--- src/rtl/lcd1602_bus_writer.sv ---
// lcd1602_bus_writer: byte-level HD44780 / LCD1602 bus driver.
//
// Runs the power-on wait and the fixed four-command init sequence by itself, then
// accepts (rs, byte) write requests over a valid/ready handshake. Each write is
// sequenced as setup (E low), enable pulse (E high) and hold (E low). It is
// followed by a wait for the controller's execution time before the next write.
//
// Ports:
//   clock_in   system clock
//   reset_in   asynchronous reset, active-high; restarts the full power-up sequence
//   in_valid   write request present
//   in_ready   request accepted on this cycle's edge if in_valid (IDLE after init only)
//   in_rs      0 = instruction, 1 = data
//   in_data    byte to write
//   init_done  power-up init complete; sticky until reset
//   busy       high whenever the writer is not idle
//   lcd_data   LCD DB[7:0]
//   lcd_e      LCD enable
//   lcd_rw     LCD R/W, always 0 (write only)
//   lcd_rs     LCD register select
module lcd1602_bus_writer #(
  parameter int unsigned T_POWERUP    = 750000,
  parameter int unsigned T_SETUP      = 2,
  parameter int unsigned T_PULSE      = 12,
  parameter int unsigned T_HOLD       = 2,
  parameter int unsigned T_EXEC_SHORT = 1850,
  parameter int unsigned T_EXEC_LONG  = 76000
) (
  input  logic       clock_in,
  input  logic       reset_in,
  input  logic       in_valid,
  output logic       in_ready,
  input  logic       in_rs,
  input  logic [7:0] in_data,
  output logic       init_done,
  output logic       busy,
  output logic [7:0] lcd_data,
  output logic       lcd_e,
  output logic       lcd_rw,
  output logic       lcd_rs
);

  typedef enum logic [2:0] {
    StPowerup,
    StLoad,
    StSetup,
    StPulse,
    StHold,
    StWait,
    StIdle
  } state_e;

  // The counter is loaded with N-1 on entry to a timed state and the state is left
  // on the cycle it reads zero, giving exactly N cycles in that state.
  localparam logic [23:0] LdSetup     = 24'(T_SETUP - 1);
  localparam logic [23:0] LdPulse     = 24'(T_PULSE - 1);
  localparam logic [23:0] LdHold      = 24'(T_HOLD - 1);
  localparam logic [23:0] LdExecShort = 24'(T_EXEC_SHORT - 1);
  localparam logic [23:0] LdExecLong  = 24'(T_EXEC_LONG - 1);

  // Reset leaves the counter at zero, so the first power-up cycle only arms the
  // counter with the remaining N-2; that first cycle counts as one of the N.
  localparam int unsigned PowerupArm    = (T_POWERUP > 1) ? T_POWERUP - 2 : 0;
  localparam logic [23:0] LdPowerup     = 24'(PowerupArm);
  localparam bit          PowerupSingle = (T_POWERUP <= 1);

  state_e      r_state;
  logic [23:0] r_cnt;
  logic        r_armed;
  logic [1:0]  r_idx;
  logic        r_init_done;
  logic        r_rs;
  logic [7:0]  r_byte;

  state_e      w_state_d;
  logic [23:0] w_cnt_d;
  logic        w_armed_d;
  logic [1:0]  w_idx_d;
  logic        w_init_done_d;
  logic        w_rs_d;
  logic [7:0]  w_byte_d;

  logic        w_cnt_zero;
  logic        w_long;
  logic        w_ready;
  logic [7:0]  w_rom_byte;

  // Fixed init sequence: 8-bit/2-line/5x8, display on, entry increment, clear.
  always_comb begin
    w_rom_byte = 8'h38;
    unique case (r_idx)
      2'd0: w_rom_byte = 8'h38;
      2'd1: w_rom_byte = 8'h0C;
      2'd2: w_rom_byte = 8'h06;
      2'd3: w_rom_byte = 8'h01;
      default: w_rom_byte = 8'h38;
    endcase
  end

  assign w_cnt_zero = (r_cnt == 24'd0);
  // Clear (0x01) and return-home (0x02/0x03) need the long execution time.
  assign w_long     = !r_rs && ((r_byte == 8'h01) || (r_byte == 8'h02) || (r_byte == 8'h03));
  assign w_ready    = (r_state == StIdle) && r_init_done;

  always_ff @(posedge clock_in or posedge reset_in) begin
    if (reset_in) begin
      r_state     <= StPowerup;
      r_cnt       <= '0;
      r_armed     <= 1'b0;
      r_idx       <= '0;
      r_init_done <= 1'b0;
      r_rs        <= 1'b0;
      r_byte      <= '0;
    end else begin
      r_state     <= w_state_d;
      r_cnt       <= w_cnt_d;
      r_armed     <= w_armed_d;
      r_idx       <= w_idx_d;
      r_init_done <= w_init_done_d;
      r_rs        <= w_rs_d;
      r_byte      <= w_byte_d;
    end
  end

  always_comb begin
    w_state_d     = r_state;
    w_cnt_d       = w_cnt_zero ? r_cnt : r_cnt - 24'd1;
    w_armed_d     = r_armed;
    w_idx_d       = r_idx;
    w_init_done_d = r_init_done;
    w_rs_d        = r_rs;
    w_byte_d      = r_byte;

    unique case (r_state)
      StPowerup: begin
        if (!r_armed) begin
          w_armed_d = 1'b1;
          if (PowerupSingle) begin
            w_state_d = StLoad;
          end else begin
            w_cnt_d = LdPowerup;
          end
        end else if (w_cnt_zero) begin
          w_state_d = StLoad;
        end
      end
      StLoad: begin
        w_rs_d    = 1'b0;
        w_byte_d  = w_rom_byte;
        w_cnt_d   = LdSetup;
        w_state_d = StSetup;
      end
      StSetup: begin
        if (w_cnt_zero) begin
          w_cnt_d   = LdPulse;
          w_state_d = StPulse;
        end
      end
      StPulse: begin
        if (w_cnt_zero) begin
          w_cnt_d   = LdHold;
          w_state_d = StHold;
        end
      end
      StHold: begin
        if (w_cnt_zero) begin
          w_cnt_d   = w_long ? LdExecLong : LdExecShort;
          w_state_d = StWait;
        end
      end
      StWait: begin
        if (w_cnt_zero) begin
          if (r_init_done) begin
            w_state_d = StIdle;
          end else if (r_idx == 2'd3) begin
            w_init_done_d = 1'b1;
            w_state_d     = StIdle;
          end else begin
            w_idx_d   = r_idx + 2'd1;
            w_state_d = StLoad;
          end
        end
      end
      StIdle: begin
        if (in_valid && w_ready) begin
          w_rs_d    = in_rs;
          w_byte_d  = in_data;
          w_cnt_d   = LdSetup;
          w_state_d = StSetup;
        end
      end
      default: begin
        w_state_d = StPowerup;
      end
    endcase
  end

  // Outputs decode straight from registers, so reset clears lcd_e without a clock.
  assign in_ready  = w_ready;
  assign busy      = (r_state != StIdle);
  assign init_done = r_init_done;
  assign lcd_e     = (r_state == StPulse);
  assign lcd_rw    = 1'b0;
  assign lcd_rs    = r_rs;
  assign lcd_data  = r_byte;

endmodule

--- config.mk ---
export PLATFORM = sky130hd
export DESIGN_NAME = lcd1602_bus_writer
export DESIGN_NICKNAME = d
export VERILOG_FILES = /design/src/rtl/lcd1602_bus_writer.sv
export SDC_FILE = /design/constraint.sdc
export NUM_CORES = 1
export LEC_CHECK = 0
export BUFFER_PORTS_ARGS = -buffer_cell sky130_fd_sc_hd__buf_2
export CAP_MARGIN = 40
export CORE_ASPECT_RATIO = 0.8
export CORE_MARGIN = 2
export CORE_UTILIZATION = 34
export CTS_CLUSTER_SIZE = 30
export DETAILED_ROUTE_END_ITERATION = 8
export HOLD_SLACK_MARGIN = 0.06
export PLACE_DENSITY = 0.61
export SYNTH_ARGS = -nofsm -noshare
export SYNTH_HDL_FRONTEND = slang
export SYNTH_SLANG_ARGS = --single-unit
--- constraint.sdc ---
create_clock -name clock_in -period 5.62 [get_ports clock_in]
set_clock_uncertainty 0.15 [all_clocks]
set_input_delay 0.281 -clock clock_in [delete_from_list [all_inputs] [get_ports clock_in]]
set_output_delay 0.281 -clock clock_in [all_outputs]
set_load 0.05 [all_outputs]
# Word-level counts from Yosys, hierarchy flattened
# Index checks and enable logic that the tools add are counted.
[op_classes]
addsub = 2
eq_ne = 20
n_mux = 25
bitwise_logic = 2
reduce_logical = 14
[ops]
columns = ["operator", "n"]
rows = [
  ["$mux 24", 6],
  ["$pmux 24 s6", 1],
  ["$pmux 8 s4", 1],
  ["$mux 3", 9],
  ["$logic_not 24->1", 1],
  ["$sub 24x1->24 const B", 1],
  ["$pmux 3 s7", 1],
  ["$mux 17", 1],
  ["$eq 8x2->1 const B", 2],
  ["$pmux 8 s2", 1],
  ["$ne 2x2->1 const B", 5],
  ["$eq 3x3->1 const B", 3],
  ["$eq 8x1->1 const B", 1],
  ["$mux 8", 1],
  ["$reduce_and 7->1", 1],
  ["$eq 3x2->1 const B", 2],
  ["$eq 2x2->1 const B", 2],
  ["$ne 2x1->1 const B", 2],
  ["$reduce_and 2->1", 2],
  ["$reduce_and 4->1", 1],
  ["$eq 3x1->1 const B", 1],
  ["$logic_and 1x1->1", 3],
  ["$logic_not 3->1", 1],
  ["$mux 1", 3],
  ["9 further kinds", 11],
]
[totals]
regBits = 40
in_bits = 12
out_inout_bits = 14
wordCells = 70

# Depth between registers and ports, before layout
# Gate-level depths: netlist (run 1).
[logic_depth]
depth_word = 7
ltp_mapped = 11
ltp_nobuf = 11

# Worst setup path before layout (run 1)
# Ideal clock, no wire load.
[synth_path]
kind = "register to register"
start = "register r_cnt[6]"
end = "register r_cnt[0]"
setup_ns = 0.087
arrival_ns = 2.476
t_required_ns = 5.383
setup_slack_ns = 2.908
stages_incl_launch_ff = 12
path_buffers = 2
period_less_slack_ns = 2.712
path_cell_list = "dfrtp_1 > or4_1 > buf_2 > or3_1 > buf_2 > nor2_4 > inv_2 > ha_1 > o211ai_1 > o31ai_1 > a21o_1 > o211ai_1"
[synth_via]
elab_chain_len = 4
word_cells_on_any_way = 8
cone_classes = "mux: 7; reduce/logical: 1"
[synth_rtl]
columns = ["element", "line", "text"]
rows = [
  ["from (decl)", "68", "logic [23:0] r_cnt;"],
  ["from (signal assigned)", "116", "r_cnt <= w_cnt_d;"],
  ["$logic_not 24->1 *", "100", "assign w_cnt_zero = (r_cnt == 24'd0);"],
  ["$mux 24", "127", "w_cnt_d = w_cnt_zero ? r_cnt : r_cnt - 24'd1;"],
  ["$mux 24 (on tied branches)", "--", ""],
  ["$pmux 24 s6 *", "134", "unique case (r_state)"],
  ["named net w_cnt_d[0]", "76", "logic [23:0] w_cnt_d;"],
]
# The timed path passes the listed nets; every way through them passes the cells marked *.
# A chain may end at the register's enable or synchronous reset.

# Worst setup path after layout (run 1)
[layout_path]
start = "register r_cnt[16]"
end = "register r_cnt[0]"
# The elaborated chain is that of the path after synthesis.

==> run metrics, run 1 <==
outcome=completed; n_diodes=0; Fin. Hold Viols=0; Hold Path Depth=3; Max Cap Viol=0; die height=roughly 81 microns; Final Max Tran Viols=0; RR Startpoint=r_cnt[16]; met3 usage=under 10%; Sum Neg Setup Slack=0 ns; M1 GR Usage=around a quarter; FF-to-FF path depth=9; # H-tree levels=2; R2R Setup Slk=between 2 and 2.5 ns; commonest non-fill, non-tap cells in the layout=dfrtp_1 (40), buf_2 (24), nand2_1 (21); most used cell, CP=o211ai_1; std cell rows=27; cells after synthesis=about 280; mapped cell area=~2500 sq um; xor-xnor portion of the synthesized cell area=5.956%; initial antenna violation count=0; DP Area=~2700 sq um; syn_area_per_cell=~9.1 sq um; Post-layout nets=approximately 310; DP Wirelength=~4.2 mm; Hold WC Path Type=input port to flip-flop; Core Box Area=between 6000 and 7000 sq um; Peak VDD IR=roughly 0.074 mV; WP data required=between 5 and 6 ns; top cell type's share of synthesized area=40.04%; global-route wire length before repair=10.18 mm; EDFF count, synth=0; Power per Cell Area=approximately 180 nW/um^2; fin util=39.77%; final worst slack=between 2 and 2.5 ns; Hold Buf Count CTS=1; GRT busiest layer=met1; Pwr Total=approximately 500 uW; Max stage delay on crit path=0.76 ns; CP max-delay cell=nand4_1; syn_nets=about 300; Min-Delay Endpoint=lcd_rs; Main synth FF type=dfrtp_1; Max Clk Rate=0.3046 GHz; CTS tree=built; Wirelength per Cell=between 15 and 20 microns; Worst slew margin=between 40% and 50%; clk slew on worst S/H paths=about 0.08 ns; Starting Density=between 30% and 40%; largest family of logic cells by synthesized area=simple AND/OR/NAND/NOR gates; Final setup viols=0; Area growth syn-to-layout=11.26%; Crit Path Category=flip-flop to flip-flop; sequential area share after synthesis=40.04%; crit path max fanout=19; commonest non-fill, non-tap cell in the layout=dfrtp_1; Synth Area in Simple Gates=between 20 and 25%; clk sink count=40; Crit path arrival time=~3.4 ns; LEAKAGE=around 0.0010 uW; layout cell share with drive strength beyond 1=roughly 15%; crit path launch type=flip-flop; total global routing overflow=0; vias=2,136; Hold Path Origin=in_rs; Post-CTS Setup Bufs=0; post-synthesis adder-cell area fraction=3.504%; ANT nets after route=0; post-synth cell types=57; final instance area=between 2000 and 3000 sq um; latest clock arrival within the worst-skew pair=about 0.3 ns; Post-Route WL=about 6 mm; die width=about 100 microns; Boundary Pins=26; Synth area leader=dfrtp_1; crit path cell chain=nor4_2 -> nand4_1 -> nor2_4 -> inv_2 -> ha_1 -> o211ai_1 -> o31ai_1 -> a21o_1 -> o211ai_1; worst r2r dst=r_cnt[0]; vias per cell=5.577; CTS Root Cell=clkbuf_8; M2 GR Usage=between 20% and 30%; global-route usage over all layers=~16%; pre-CTS setup slack=2.407 ns; DRT iter0 DRCs=around 170; DRC=0; asr flop ratio synth=between 90% and 100%; fin crit period=between 3 and 4 ns; ranking of synthesized cells by area=dfrtp_1 (40%), xor2_1 (3.9%), o21ai_0 (3.8%), ha_1 (3.5%), o211ai_1 (3.3%); number of synthesized register bits=40; PostCTS Resize Cnt=0; cts bufs inserted=5; largest net degree at the start of global routing=between 40 and 50; Max Root-Sink Buffers=2; final cycle utilization of the critical path=between 50% and 60%; RePlAce Congestion=between 0.8 and 0.9; number of I/O port buffers=24; Synthesis Warnings=0; drt first pass iters=4; post-synthesis compound-gate area fraction=20.77%; endpoint class of the critical path=flip-flop; mux cell area share after synthesis=under 10%; vias in the first global route=just over 2,000; die area=between 8000 and 9000 sq um; RSZ-0062 raised after global routing=false; Worst-Margin Slew=between 0.8 and 0.9 ns
-- cell usage after synthesis (8+ instances only) --
cell type / n
dfrtp_1: 40
nand2_1: 21
o21ai_0: 19
nor2_1: 17
clkbuf_1: 11
o211ai_1: 11
xor2_1: 11
a21oi_1: 10
inv_1: 10
nor3_1: 9
nand3_1: 8
-- cells by family (layout without fill, tap and decap cells) --
group,count (synthesis),after routing
xor+xnor,17,17
other cells,1,1
simple gates,99,99
buf+inv,27,47
fa+ha+maj,7,7
compound gates,79,79
mux,6,6
flops,40,40
-- worst max-delay path: cells and delay by family, from the launching register on --
family | cells | cell delay, ns
DFF | 1 | 0.46
buffers and inverters | 1 | 0.15
and+or+nand+nor | 3 | 1.68
AOI/OAI and AO/OA | 4 | 0.54
adders and majority gates | 1 | 0.22
-- layer usage --
metal | vias to the layer above | routed length [microns]
met2 | 54 | 2570
li1 | 1047 | -
met1 | 1030 | 3055
met4 | 0 | 64
met5 | - | 0
met3 | 5 | 323
-- power by group --
part           switching, uW  internal [uW]
combinational           8.55           3.69
sequential                 0            288
clock                    105           99.8
-- worst max-delay path by stage --
| stage | startpoint | to | slack, ns | cells past startpoint |
|---|---|---|---|---|
| detailed placement | r_cnt[16] | r_cnt[0] | 2.41 | 9 |
| global route | r_cnt[19] | r_cnt[0] | 2.02 | 9 |
| CTS | r_cnt[16] | r_cnt[0] | 2.36 | 9 |
| finish | r_cnt[16] | r_cnt[0] | 2.34 | 9 |
| global placement | r_cnt[6] | r_cnt[0] | 2.53 | 9 |
| floorplan | r_cnt[6] | r_cnt[0] | 2.91 | 11 |
-- through the flow --
stage	hold WS (ns)	cells
floorplan	0.2670	276
detailed placement	0.2948	374
finish	0.06572	383
global placement	0.2914	373
CTS	0.06447	383
global route	0.07382	383
-- sequential cells by signal (all words and copies together) (netlist names) --
register   count
init_done      1
lcd_data       8
r_idx          2
r_cnt         24
r_armed        1
lcd_rs         1
r_state        3
-- cell type report --
| cell class | instances | area [sq um] |
|---|---|---|
| flip-flops and latches | 40 | 1001 |
| multi-input cells | 209 | 1384 |
| clock inverters | 1 | 7.507 |
| inverters | 11 | 41.29 |
| well taps | 87 | 108.9 |
| fillers | 709 | 4212 |
| repair buffers | 28 | 152.6 |
| clock buffers | 7 | 86.33 |
Note: power is estimated with default switching activity, not from simulation.
==> run 2, diff against run 1 <==
PLACE_DENSITY = 0.63   (was 0.61)
clock period = 2.6 ns   (was 5.62 ns; I/O delays follow)
==> run metrics, run 2 (synthesized netlist as in run 1, its figures left out) <==
cts bufs inserted=5; DRC=0; Starting Density=between 30% and 40%; ANT nets after route=0; outcome=completed; Boundary Pins=26; crit path max fanout=3; latest clock arrival within the worst-skew pair=0.29 ns; fin util=approximately 44%; drt first pass iters=4; layout cell share with drive strength beyond 1=21.23%; Seq. cell area=1001 sq um; Worst-Margin Slew=0.5192 ns; crit path launch type=flip-flop; global-route wire length before repair=approximately 10 mm; Wirelength per Cell=roughly 16 microns; LEAKAGE=roughly 0.0012 uW; global-route usage over all layers=roughly 16%; Final Max Tran Viols=0; CTS Root Cell=clkbuf_8; number of I/O port buffers=24; Max Clk Rate=around 0.39 GHz; fin crit period=2.564 ns; commonest non-fill, non-tap cell in the layout=dfrtp_1; std cell rows=27; CTS tree=built; Layout Cells excl Fill=slightly above 400; most flop-heavy register=r_cnt; Hold WC Path Type=input port to flip-flop; die height=approximately 81 microns; initial antenna violation count=0; clk slew on worst S/H paths=approximately 0.08 ns; Fillers=692; WP data required=2.65 ns; Final setup viols=0; Peak VDD IR=between 0.15 and 0.2 mV; Core Box Area=between 6000 and 7000 sq um; pre-CTS setup slack=0.07698 ns; largest net degree at the start of global routing=41; Max Cap Viol=0; n_diodes=0; Crit Path Category=flip-flop to flip-flop; Worst slew margin=~65%; DP Wirelength=between 4 and 5 mm; Post-layout nets=around 340; Max Root-Sink Buffers=2; Placed Cells incl. Taps=between 300 and 400; Post-Route WL=between 6 and 7 mm; final cycle utilization of the critical path=a little over nine tenths; total global routing overflow=0; max FFs per register=24; endpoint class of the critical path=flip-flop; Crit path arrival time=2.62 ns; # H-tree levels=2; Area growth syn-to-layout=23.07%; commonest non-fill, non-tap cells in the layout=dfrtp_1 (40), buf_2 (24), buf_4 (22); DRT iter0 DRCs=~210; vias in the first global route=about 2,100; area of the multi-input gates=about 1400 sq um; clk sink count=40; vias per cell=between 5 and 6; Power per Cell Area=between 300 and 400 nW/um^2; Fin Hold WS=0.1612 ns; final worst slack=between 0.03 and 0.04 ns; RePlAce Congestion=approximately 0.84; Fin. Hold Viols=0; die area=between 8000 and 9000 sq um; die width=approximately 100 microns; vias=approximately 2,200
==> run 2: layout make-up <==
type	instances	share of cell area, %
Sequential cell	40	32.53
Clock inverter	2	1.139
Clock buffer	6	2.359
Tap cell	87	3.538
Multi-Input combinational cell	209	45.83
Inverter	11	1.423
Timing Repair Buffer	57	13.18
==> run 2: path summary, 6_finish.rpt <==
path,from,endpoint,slack (ns),cells past startpoint
hold reg to reg,lcd_data[3],lcd_data[3],0.35,2
max in group asynchronous,reset_in,r_cnt[0],1.58,4
min in group asynchronous,reset_in,lcd_data[7],0.34,4
setup / recovery,r_cnt[7],r_cnt[0],0.04,9
hold / removal,in_valid,r_cnt[3],0.16,4
setup reg to reg,r_cnt[7],r_cnt[0],0.04,9
==> run 2: through the flow <==
| stage | power [uW] | instance area (sq um) | setup TNS (ns) |
|---|---|---|---|
| floorplan | 647.6 | 2527 | -0.01911 |
| global placement | 659.9 | 2848 | 0 |
| detailed placement | 660.6 | 2848 | 0 |
| CTS | 1182 | 3055 | 0 |
| global route | 1205 | 3077 | -0.01055 |
| finish | 1163 | 3077 | 0 |
==> run 2: power breakdown <==
group          switching, uW  internal [uW]
Clock                    220            285
Combinational           20.3           16.8
Sequential                 0            621
==> run 2: critical path, cell delays in order, from the launching register on <==
cell,delay [ns]
dfrtp_1,0.42
or4_4,0.53
or3_4,0.43
nor2_4,0.13
inv_4,0.05
ha_4,0.15
o211ai_1,0.23
o31ai_2,0.13
a21o_1,0.18
o211ai_1,0.09
==> run 2: repair_timing <==
action / CTS / global route
setup endpoints to repair: 0 / 4
hold endpoints to repair: 49 / 0
hold buffers: 10 / 0
resized for setup: 0 / 3
setup buffers: 0 / 1
==> run 2: per-layer routing <==
layer / GRT usage (%) / vias to the layer above / wire length, microns / part of all wire [%]
met3: 3.655 / 5 / 377 / 5.9
met2: 24.39 / 71 / 2767 / 43
li1: - / 1102 / - / -
met5: 0 / - / 0 / 0
met4: 3.699 / 0 / 46 / 0.72
met1: 24.41 / 1062 / 3220 / 50
